File: src/rtl/text_message_rom.sv
// Character source for the text overlay: fixed two-row messages with typewriter
// reveal and frame-synchronous blink; one cycle of latency from char_yx to char_code.
module text_message_rom #(
  parameter int X_W        = 4,
  parameter int Y_W        = 4,
  parameter int COLS       = 14,
  parameter int ROWS       = 2,
  parameter int MSG_W      = 2,
  parameter int CHAR_DELAY = 4,
  parameter int BLINK_HALF = 30
) (
  input  logic               clk,
  input  logic               rst,
  input  logic [Y_W+X_W-1:0] char_yx,
  input  logic [MSG_W-1:0]   msg_sel,
  input  logic               start,
  input  logic               reveal_en,
  input  logic               blink_en,
  input  logic               frame_tick,
  output logic [7:0]         char_code,
  output logic               char_valid,
  output logic               reveal_done
);
  localparam int LW = $clog2(ROWS*COLS) + 1;
  localparam int TW = (CHAR_DELAY > 1) ? $clog2(CHAR_DELAY) : 1;
  localparam int BW = (BLINK_HALF > 1) ? $clog2(BLINK_HALF) : 1;
  localparam logic [LW-1:0] FULL = LW'(ROWS*COLS);

  typedef enum logic {S_REVEAL, S_SHOW} state_t;

  state_t           state_q, state_d;
  logic [MSG_W-1:0] msg_q, msg_d;
  logic [LW-1:0]    idx_q, idx_d;
  logic [TW-1:0]    tick_q, tick_d;
  logic [BW-1:0]    blink_q, blink_d;
  logic             phase_q, phase_d;
  logic [7:0]       code_q, code_d;
  logic             valid_q, valid_d;
  logic             done_q, done_d;

  // Message text is stored as ASCII with space mapped to the blank code 0x00.
  function automatic logic [7:0] rom_char(input logic [MSG_W-1:0] m,
                                          input logic [Y_W-1:0] y,
                                          input logic [X_W-1:0] x);
    logic [14*8-1:0] row;
    logic [7:0]      c;
    row = '0;
    c   = 8'h00;
    if (int'(y) == 0) begin
      case (int'(m))
        0:       row = "TO START PRESS";
        1:       row = "  GAME  OVER  ";
        2:       row = "    PAUSED    ";
        3:       row = "   YOU  WIN   ";
        default: row = '0;
      endcase
    end else if (int'(y) == 1) begin
      if (int'(m) == 0 || int'(m) == 1) row = "     RESET    ";
    end
    if (int'(x) < 14 && int'(x) < COLS && int'(y) < ROWS) begin
      c = row[8*(13-int'(x)) +: 8];
      if (c == 8'h20) c = 8'h00;
    end
    return c;
  endfunction

  logic [X_W-1:0] cx;
  logic [Y_W-1:0] cy;
  logic [LW-1:0]  lin;
  logic           in_range;

  always_comb begin
    cx       = char_yx[X_W-1:0];
    cy       = char_yx[X_W +: Y_W];
    lin      = LW'(cy) * LW'(COLS) + LW'(cx);
    in_range = (int'(cx) < COLS) && (int'(cy) < ROWS);
    valid_d  = in_range && (lin < idx_q) && !(blink_en && phase_q);
    code_d   = valid_d ? rom_char(msg_q, cy, cx) : 8'h00;
  end

  always_comb begin
    state_d = state_q;
    msg_d   = msg_q;
    idx_d   = idx_q;
    tick_d  = tick_q;
    blink_d = blink_q;
    phase_d = phase_q;
    if (start) begin
      msg_d   = msg_sel;
      tick_d  = '0;
      blink_d = '0;
      phase_d = 1'b0;
      if (reveal_en) begin
        idx_d   = '0;
        state_d = S_REVEAL;
      end else begin
        idx_d   = FULL;
        state_d = S_SHOW;
      end
    end else if (frame_tick) begin
      if (blink_q == BW'(BLINK_HALF-1)) begin
        blink_d = '0;
        phase_d = ~phase_q;
      end else begin
        blink_d = blink_q + 1'b1;
      end
      if (state_q == S_REVEAL) begin
        if (tick_q == TW'(CHAR_DELAY-1)) begin
          tick_d = '0;
          idx_d  = idx_q + 1'b1;
          if (idx_d == FULL) state_d = S_SHOW;
        end else begin
          tick_d = tick_q + 1'b1;
        end
      end
    end
    done_d = (state_d == S_SHOW);
  end

  always_ff @(posedge clk or posedge rst) begin
    if (rst) begin
      state_q <= S_SHOW;
      msg_q   <= '0;
      idx_q   <= FULL;
      tick_q  <= '0;
      blink_q <= '0;
      phase_q <= 1'b0;
      code_q  <= 8'h00;
      valid_q <= 1'b0;
      done_q  <= 1'b1;
    end else begin
      state_q <= state_d;
      msg_q   <= msg_d;
      idx_q   <= idx_d;
      tick_q  <= tick_d;
      blink_q <= blink_d;
      phase_q <= phase_d;
      code_q  <= code_d;
      valid_q <= valid_d;
      done_q  <= done_d;
    end
  end

  assign char_code   = code_q;
  assign char_valid  = valid_q;
  assign reveal_done = done_q;
endmodule

File: config.mk
export PLATFORM = sky130hd
export DESIGN_NAME = text_message_rom
export DESIGN_NICKNAME = d
export VERILOG_FILES = /design/src/rtl/text_message_rom.sv
export SDC_FILE = /design/constraint.sdc
export NUM_CORES = 1
export LEC_CHECK = 0
export BUFFER_PORTS_ARGS = -buffer_cell sky130_fd_sc_hd__buf_2
export CORE_MARGIN = 2
export CORE_UTILIZATION = 25
export CTS_CLUSTER_SIZE = 28
export DETAILED_ROUTE_END_ITERATION = 8
export GPL_TIMING_DRIVEN = 0
export SYNTH_ARGS = -nofsm -noshare
export SYNTH_HDL_FRONTEND = slang
export SYNTH_SLANG_ARGS = --single-unit
File: constraint.sdc
create_clock -name clk -period 2.1 [get_ports clk]
set_clock_uncertainty 0.2 [all_clocks]
set_input_delay 0.42 -clock clk [delete_from_list [all_inputs] [get_ports clk]]
set_output_delay 0.42 -clock clk [all_outputs]
set_load 0.02 [all_outputs]
==> results of run 1 <==
-- worst max path at each step --
stage	start	endpoint	slack [ps]	cells after the start
6_report	char_yx[4]	char_code[5]$_DFF_PP0_	-840	12
5_1_grt	char_yx[4]	char_code[5]$_DFF_PP0_	-1020	12
4_1_cts	char_yx[4]	char_code[5]$_DFF_PP0_	-840	12
3_5_place_dp	char_yx[4]	char_code[5]$_DFF_PP0_	-1250	12
3_3_place_gp	char_yx[4]	char_code[5]$_DFF_PP0_	-1190	12
2_1_floorplan	char_yx[4]	char_code[5]$_DFF_PP0_	-860	11
-- per-layer routing --
metal / part of all wire (%) / routed length, um
met5: 0 / 0
met4: 2.7 / 171
met3: 7.3 / 465
met2: 44 / 2810
met1: 46 / 2950
-- sequential cells by signal, indices dropped and copies added (netlist names) --
| signal | flops |
|---|---|
| char_code | 7 |
| char_valid | 1 |
| msg_q | 2 |
| idx_q | 6 |
| blink_q | 5 |
| tick_q | 2 |
| phase_q | 1 |
| reveal_done | 1 |
-- cell usage after synthesis, types with 3 or more instances --
cell type   n  area share (%)
xnor2_1     8             2.8
nor3_1     12             2.4
dfstp_2     4             4.2
dfrtp_1    21              21
nor2_1     36             5.4
a21o_1      3            0.91
a21oi_1    14             2.8
and3_1      3            0.76
nor3b_1     3            0.91
a41o_1      3             1.2
nor2b_1     6             1.5
nand3_1    10             2.0
nand4_1     4             1.0
xor2_1      4             1.4
nand2b_1    4             1.0
mux2i_1     6             2.4
fa_1        5             4.0
and2_1      4             1.0
clkbuf_1    5            0.76
a31oi_1     4             1.0
ha_1       25              13
o21ai_0    13             2.6
o211ai_1    4             1.2
o21a_1      4             1.2
inv_1      17             2.6
buf_2       6             1.2
nand2_1    30             4.5
-- power by group --
group          switching, mW  total [mW]  internal, mW  leakage [nW]
sequential            0.0198       0.529         0.509         0.329
clock                  0.148       0.281         0.132        0.0255
combinational          0.340       0.575         0.235         0.928
-- timing repair --
item	4_1_cts	5_1_grt
resized for setup	13	7
pin swaps	3	1
endpoints found under the setup margin	8	8
buffers inserted	2	1
-- critical path, stage by stage --
cell and delay [ps]:
buf_8 100, fa_1 530, ha_2 160, inv_2 30, fa_1 460, buf_6 140
xor2_2 160, ha_1 310, nand2_2 90, o2111ai_4 170, nand3b_1 210, a31oi_1 150
-- through the flow --
step           worst slack, ps  util, %
3_3_place_gp             -1190     28.7
6_report                  -842     30.1
4_1_cts                   -841     29.7
2_1_floorplan             -859        -
5_1_grt                  -1020     30.1
3_5_place_dp             -1250     28.7
-- cells by family (layout without fill, tap and decap cells) --
family / after synthesis / in the layout / synth area share [%]
compound gates: 68 / 68 / 18.7
simple gates: 124 / 124 / 25.2
mux: 7 / 7 / 2.87
other cells: 1 / 1 / 0.151
buf+inv: 34 / 64 / 6.20
xor+xnor: 13 / 13 / 4.89
flops: 25 / 25 / 25.4
fa+ha+maj: 30 / 30 / 16.6
-- layout make-up --
cell class,instances,share of cell area (%)
inverters,19,2.43
repair buffers,26,5.59
well taps,133,5.68
clock buffers,3,1.41
clock inverters,1,0.171
plain buffers,15,2.82
flip-flops and latches,25,21.5
multi-input cells,243,60.4
==> run_results.csv, run 1 <==
group,metric,value,unit
floorplan,die_h,104,um
critical_path,arrival,2930,ps
synthesis,ys.flop_type,"dfrtp_1",
grt,grt_usage,12.1,%
routing,finalWirelength,6.40,mm
placed_design,io_buffers,23,
placed_design,numPlacedInstances,458,
power,total_leakage_power,1.28,nW
sta,hold_viol,0,
critical_path,reg2reg_depth,9,
hold_path,min_path_type,"input port to asynchronous set/reset pin",
placed_design,dp_hpwl,4.99,mm
grt,gr-usage-met3,1.32,%
critical_path,start_kind,"input port",
grt,grtUsageMet1,17.0,%
sta,fin_crit,2940,ps
clock_network,clk_pin_slew,90,ps
grt,overflow,0,
finish,multi_input_area,1770,sq um
sta,maxSlewHeadroom,38.4,%
clock_network,cts-root-buf,"clkbuf_8",
synthesis,synth_edf_count,0,
routing,firstDrtPassIters,5,
synthesis,ys_async_sr_fraction,100,%
finish,final_nets,379,
power,ir_worst_vdd,0.253,mV
clock_network,clk_path_buf_depth,2,
clock_network,cts-hold-fix-buffers,0,
finish,fillers,1063,
floorplan,die_area,10700,sq um
sta,max_freq,340,MHz
floorplan,fp-row-count,36,
finish,mostFrequentLayoutCells,"nor2_1 (32), nand2_1 (28), buf_2 (26)",
critical_path,r2r_start,"msg_q[0]$_DFFE_PP0P_",
power,powerDensity,472,nW/um^2
clock_network,cts.sinks,25,
floorplan,start_util,25.5,%
grt,antenna_found_initial,0,
grt,grt_pass1_wl,11.0,mm
sta,setup_tns,-6530,ps
finish,design_area,2930,sq um
sta,fin_hold_ws,141,ps
synthesis,yosys_warnings,0,
routing,drcViolationCount,0,
clock_network,tritoncts,"done",
grt,groute.layer.met2.usage,18.6,%
sta,finalSetupViolations,8,
finish,n_antenna_cell,0,
synthesis,ys_ff_latch,25,
routing,antenna_left,0,
routing,drt-vias-per-instance,5.02,
floorplan,core_area,9730,sq um
critical_path,cp.required,2080,ps
critical_path,cp_max_fo,2,
grt,grt-busiest-layer,"met2",
clock_network,cts_buffers,3,
synthesis,syn_area,2480,sq um
placed_design,placed_area,2790,sq um
critical_path,r2r_slack,-700,ps
sta,rsz0062_at_grt,"yes",
sta,period_share,140,%
floorplan,io_pins,26,
sta,tightest_slew,923,ps
grt,grt_max_degree,26,
clock_network,htree_levels,1,
synthesis,synth_nets,348,
outcome,status,"finished, violations left",
job,maxCapViolCount,0,
finish,drive_gt1_share,19.3,%
outcome,violations,"setup timing",
clock_network,clk-insertion-delay-late,270,ps
critical_path,r2r-end,"char_code[5]$_DFF_PP0_",
synthesis,yosysUniqueCellTypes,60,
critical_path,worstSetupPathType,"input port to register",
finish,layout_commonest_cell,"nor2_1",
critical_path,cp-end-kind,"register",
routing,vias,2335,
routing,drtIter0Drc,344,
floorplan,die_w,104,um
grt,grt_pass1_vias,2278,
synthesis,synth_cells,302,
power,power,1.38,mW
sta,layout_setup_ws,-842,ps
finish,fin_cells,465,
synthesis,yosysSeqAreaShare,25.4,%
finish,seq_area,631,sq um
finish,syn_to_final_growth,18.0,%
routing,wire_per_inst,13.8,um
sta,drv_slew,0,
synthesis,syn_area_per_cell,8.22,sq um
placed_design,gp_congestion,0.971,
Power figures use the tool's default switching activity.
==> inputs of run 2 (changes only) <==
--- a/config.mk
+++ b/config.mk
@@ -7,10 +7,11 @@
 export LEC_CHECK = 0
 export BUFFER_PORTS_ARGS = -buffer_cell sky130_fd_sc_hd__buf_2
 export CORE_MARGIN = 2
-export CORE_UTILIZATION = 25
+export CORE_UTILIZATION = 54
 export CTS_CLUSTER_SIZE = 28
 export DETAILED_ROUTE_END_ITERATION = 8
 export GPL_TIMING_DRIVEN = 0
+export PLACE_DENSITY = 0.77
 export SYNTH_ARGS = -nofsm -noshare
 export SYNTH_HDL_FRONTEND = slang
 export SYNTH_SLANG_ARGS = --single-unit
==> run 2 against run 1 <==
The flow still finishes with violations (setup timing). Sequential power barely moved. Sequential cell count did not move. Final area fell by 4.4%. Fmax fell by 0.30%. Clock power fell by 2%. First-iteration DRC count rose by 4.4%. Hold slack improved by 2.3 ps.
==> run_results.csv, run 2 (synthesis gave the netlist of run 1 again) <==
group,metric,value,unit
outcome,status,"finished, violations left",
outcome,violations,"setup timing",
finish,syn_to_final_growth,12.8,%
sta,max_freq,339,MHz
finish,final_nets,377,
critical_path,cp_max_fo,2,
power,netSwitchingPower,0.493,mW
grt,overflow,0,
grt,grt_pass1_wl,10.4,mm
power,powerDensity,486,nW/um^2
placed_design,dp_hpwl,4.82,mm
clock_network,clk-insertion-delay-late,270,ps
critical_path,cp_slowest_stage_delay,540,ps
power,p_int,0.868,mW
critical_path,worstSetupPathType,"input port to register",
critical_path,cp.required,2090,ps
critical_path,crit_family,"adder cells",
finish,drive_gt1_share,18.8,%
finish,layout_commonest_cell,"nor2_1",
sta,fin_crit,2950,ps
finish,n_antenna_cell,0,
floorplan,die_area,5160,sq um
power,ir_worst_vdd,0.393,mV
floorplan,core_area,4380,sq um
sta,finalSetupViolations,8,
sta,hold_viol,0,
power,seq_power_share,38.9,%
grt,grt_max_degree,26,
sta,maxSlewHeadroom,39.2,%
routing,drt-vias-per-instance,6.27,
floorplan,fp-row-count,24,
sta,layout_setup_ws,-851,ps
power,p_clk_share,20.3,%
power,total_leakage_power,1.27,nW
critical_path,slowest_stage,"fa_1",
power,p_sw_share,36.2,%
critical_path,r2r_start,"msg_q[0]$_DFFE_PP0P_",
clock_network,cts_buffers,3,
power,p_comb_share,40.9,%
clock_network,cts.sinks,25,
sta,period_share,141,%
critical_path,cp_cell_sequence,"buf_8 -> fa_1 -> ha_2 -> inv_2 -> fa_1 -> nor2_2 -> xnor2_1 -> ha_1 -> nand2_2 -> o2111ai_4 -> nand3b_1 -> a31oi_1",
critical_path,path_common_cell,"fa_1",
routing,wire_per_inst,16.5,um
routing,vias,2397,
placed_design,io_buffers,23,
finish,fin_cells,382,
sta,tightest_slew,911,ps
floorplan,die_w,71.8,um
critical_path,cp-end-kind,"register",
clock_network,cts-root-buf,"clkbuf_8",
critical_path,reg2reg_depth,9,
finish,mostFrequentLayoutCells,"nor2_1 (32), nand2_1 (28), buf_2 (26)",
floorplan,start_util,56.6,%
routing,antenna_left,0,
clock_network,clk_path_buf_depth,2,
clock_network,htree_levels,1,
critical_path,cp_num_buf_inv,2,
floorplan,io_pins,26,
grt,grt_usage,25.5,%
floorplan,die_h,71.8,um
job,maxCapViolCount,0,
clock_network,clk_pin_slew,80,ps
sta,rsz0062_at_grt,"yes",
placed_design,gp_congestion,1.03,
critical_path,r2r-end,"char_code[5]$_DFF_PP0_",
critical_path,r2r_slack,-670,ps
routing,firstDrtPassIters,5,
critical_path,arrival,2940,ps
hold_path,min_path_type,"input port to asynchronous set/reset pin",
routing,drtIter0Drc,359,
placed_design,numPlacedInstances,377,
routing,finalWirelength,6.30,mm
finish,fillers,394,
grt,antenna_found_initial,0,
sta,drv_slew,0,
finish,largest_register_ffs,7,
placed_design,pre_cts_slack,-1210,ps
critical_path,start_kind,"input port",
clock_network,tritoncts,"done",
grt,grt_pass1_vias,2201,
routing,drcViolationCount,0,
[run 2: power by group through the flow]
| stage | logic, mW | clock network (mW) | registers [mW] |
|---|---|---|---|
| after global routing | 0.618 | 0.299 | 0.533 |
| after floorplan | 0.381 | 0 | 0.543 |
| after detailed placement | 0.518 | 0 | 0.538 |
| after global placement | 0.509 | 0 | 0.538 |
| final | 0.556 | 0.276 | 0.529 |
| after CTS | 0.545 | 0.287 | 0.529 |
[run 2: layer usage]
layer	vias to the layer above	track usage (%)	part of all wire [%]
li1	1118	-	-
met3	22	4.36	9.4
met4	0	6.08	2.0
met5	-	0	0
met1	1117	33.9	41
met2	140	43.2	48
[run 2: how the worst max path moves through the flow]
| stage | start | endpoint | depth (start not counted) |
|---|---|---|---|
| global route | char_yx[4] | char_code[5]$_DFF_PP0_ | 12 |
| detailed placement | char_yx[4] | char_code[5]$_DFF_PP0_ | 12 |
| CTS | char_yx[4] | char_code[5]$_DFF_PP0_ | 12 |
| finish | char_yx[4] | char_code[5]$_DFF_PP0_ | 12 |
| global placement | char_yx[4] | char_code[5]$_DFF_PP0_ | 12 |
| floorplan | char_yx[4] | char_code[5]$_DFF_PP0_ | 11 |
[run 2: repair_timing]
action	4_1_cts	5_1_grt
cloned	0	0
setup endpoints to repair	8	9
resized for setup	15	4
pin swaps	2	1
hold buffers	0	0
endpoints found under the hold margin	0	0
buffers inserted	2	0
[run 2: worst register-to-register path, cell delays in order, from the launching register on]
cell and delay, ps:
dfrtp_1 410, inv_1 120, ha_1 330, o21a_1 280
o2111ai_1 350, nor3_1 110, a311oi_1 290, nand3_1 220
nor3b_1 250, a31oi_1 100
[run 2: stage by stage]
stage	area (sq um)	setup TNS, ps	hold WS (ps)	power [mW]	util [%]
6_report	2800	-6550	143	1.36	63.9
5_1_grt	2800	-7050	191	1.45	63.9
4_1_cts	2800	-6250	168	1.36	63.8
3_5_place_dp	2690	-8550	289	1.06	61.3
3_3_place_gp	2690	-8450	261	1.05	61.3
2_1_floorplan	2510	-5680	239	0.924	-
[run 2: cell type report]
cell class                 count  area (sq um)  share of cell area [%]
timing repair buffer          25           153                    5.45
clock buffer                   4          45.0                    1.61
sequential                    25           631                    22.5
tap                           52          65.1                    2.32
inverter                      19          71.3                    2.54
buffer                        14          78.8                    2.81
multi-input combinational    243          1760                    62.8
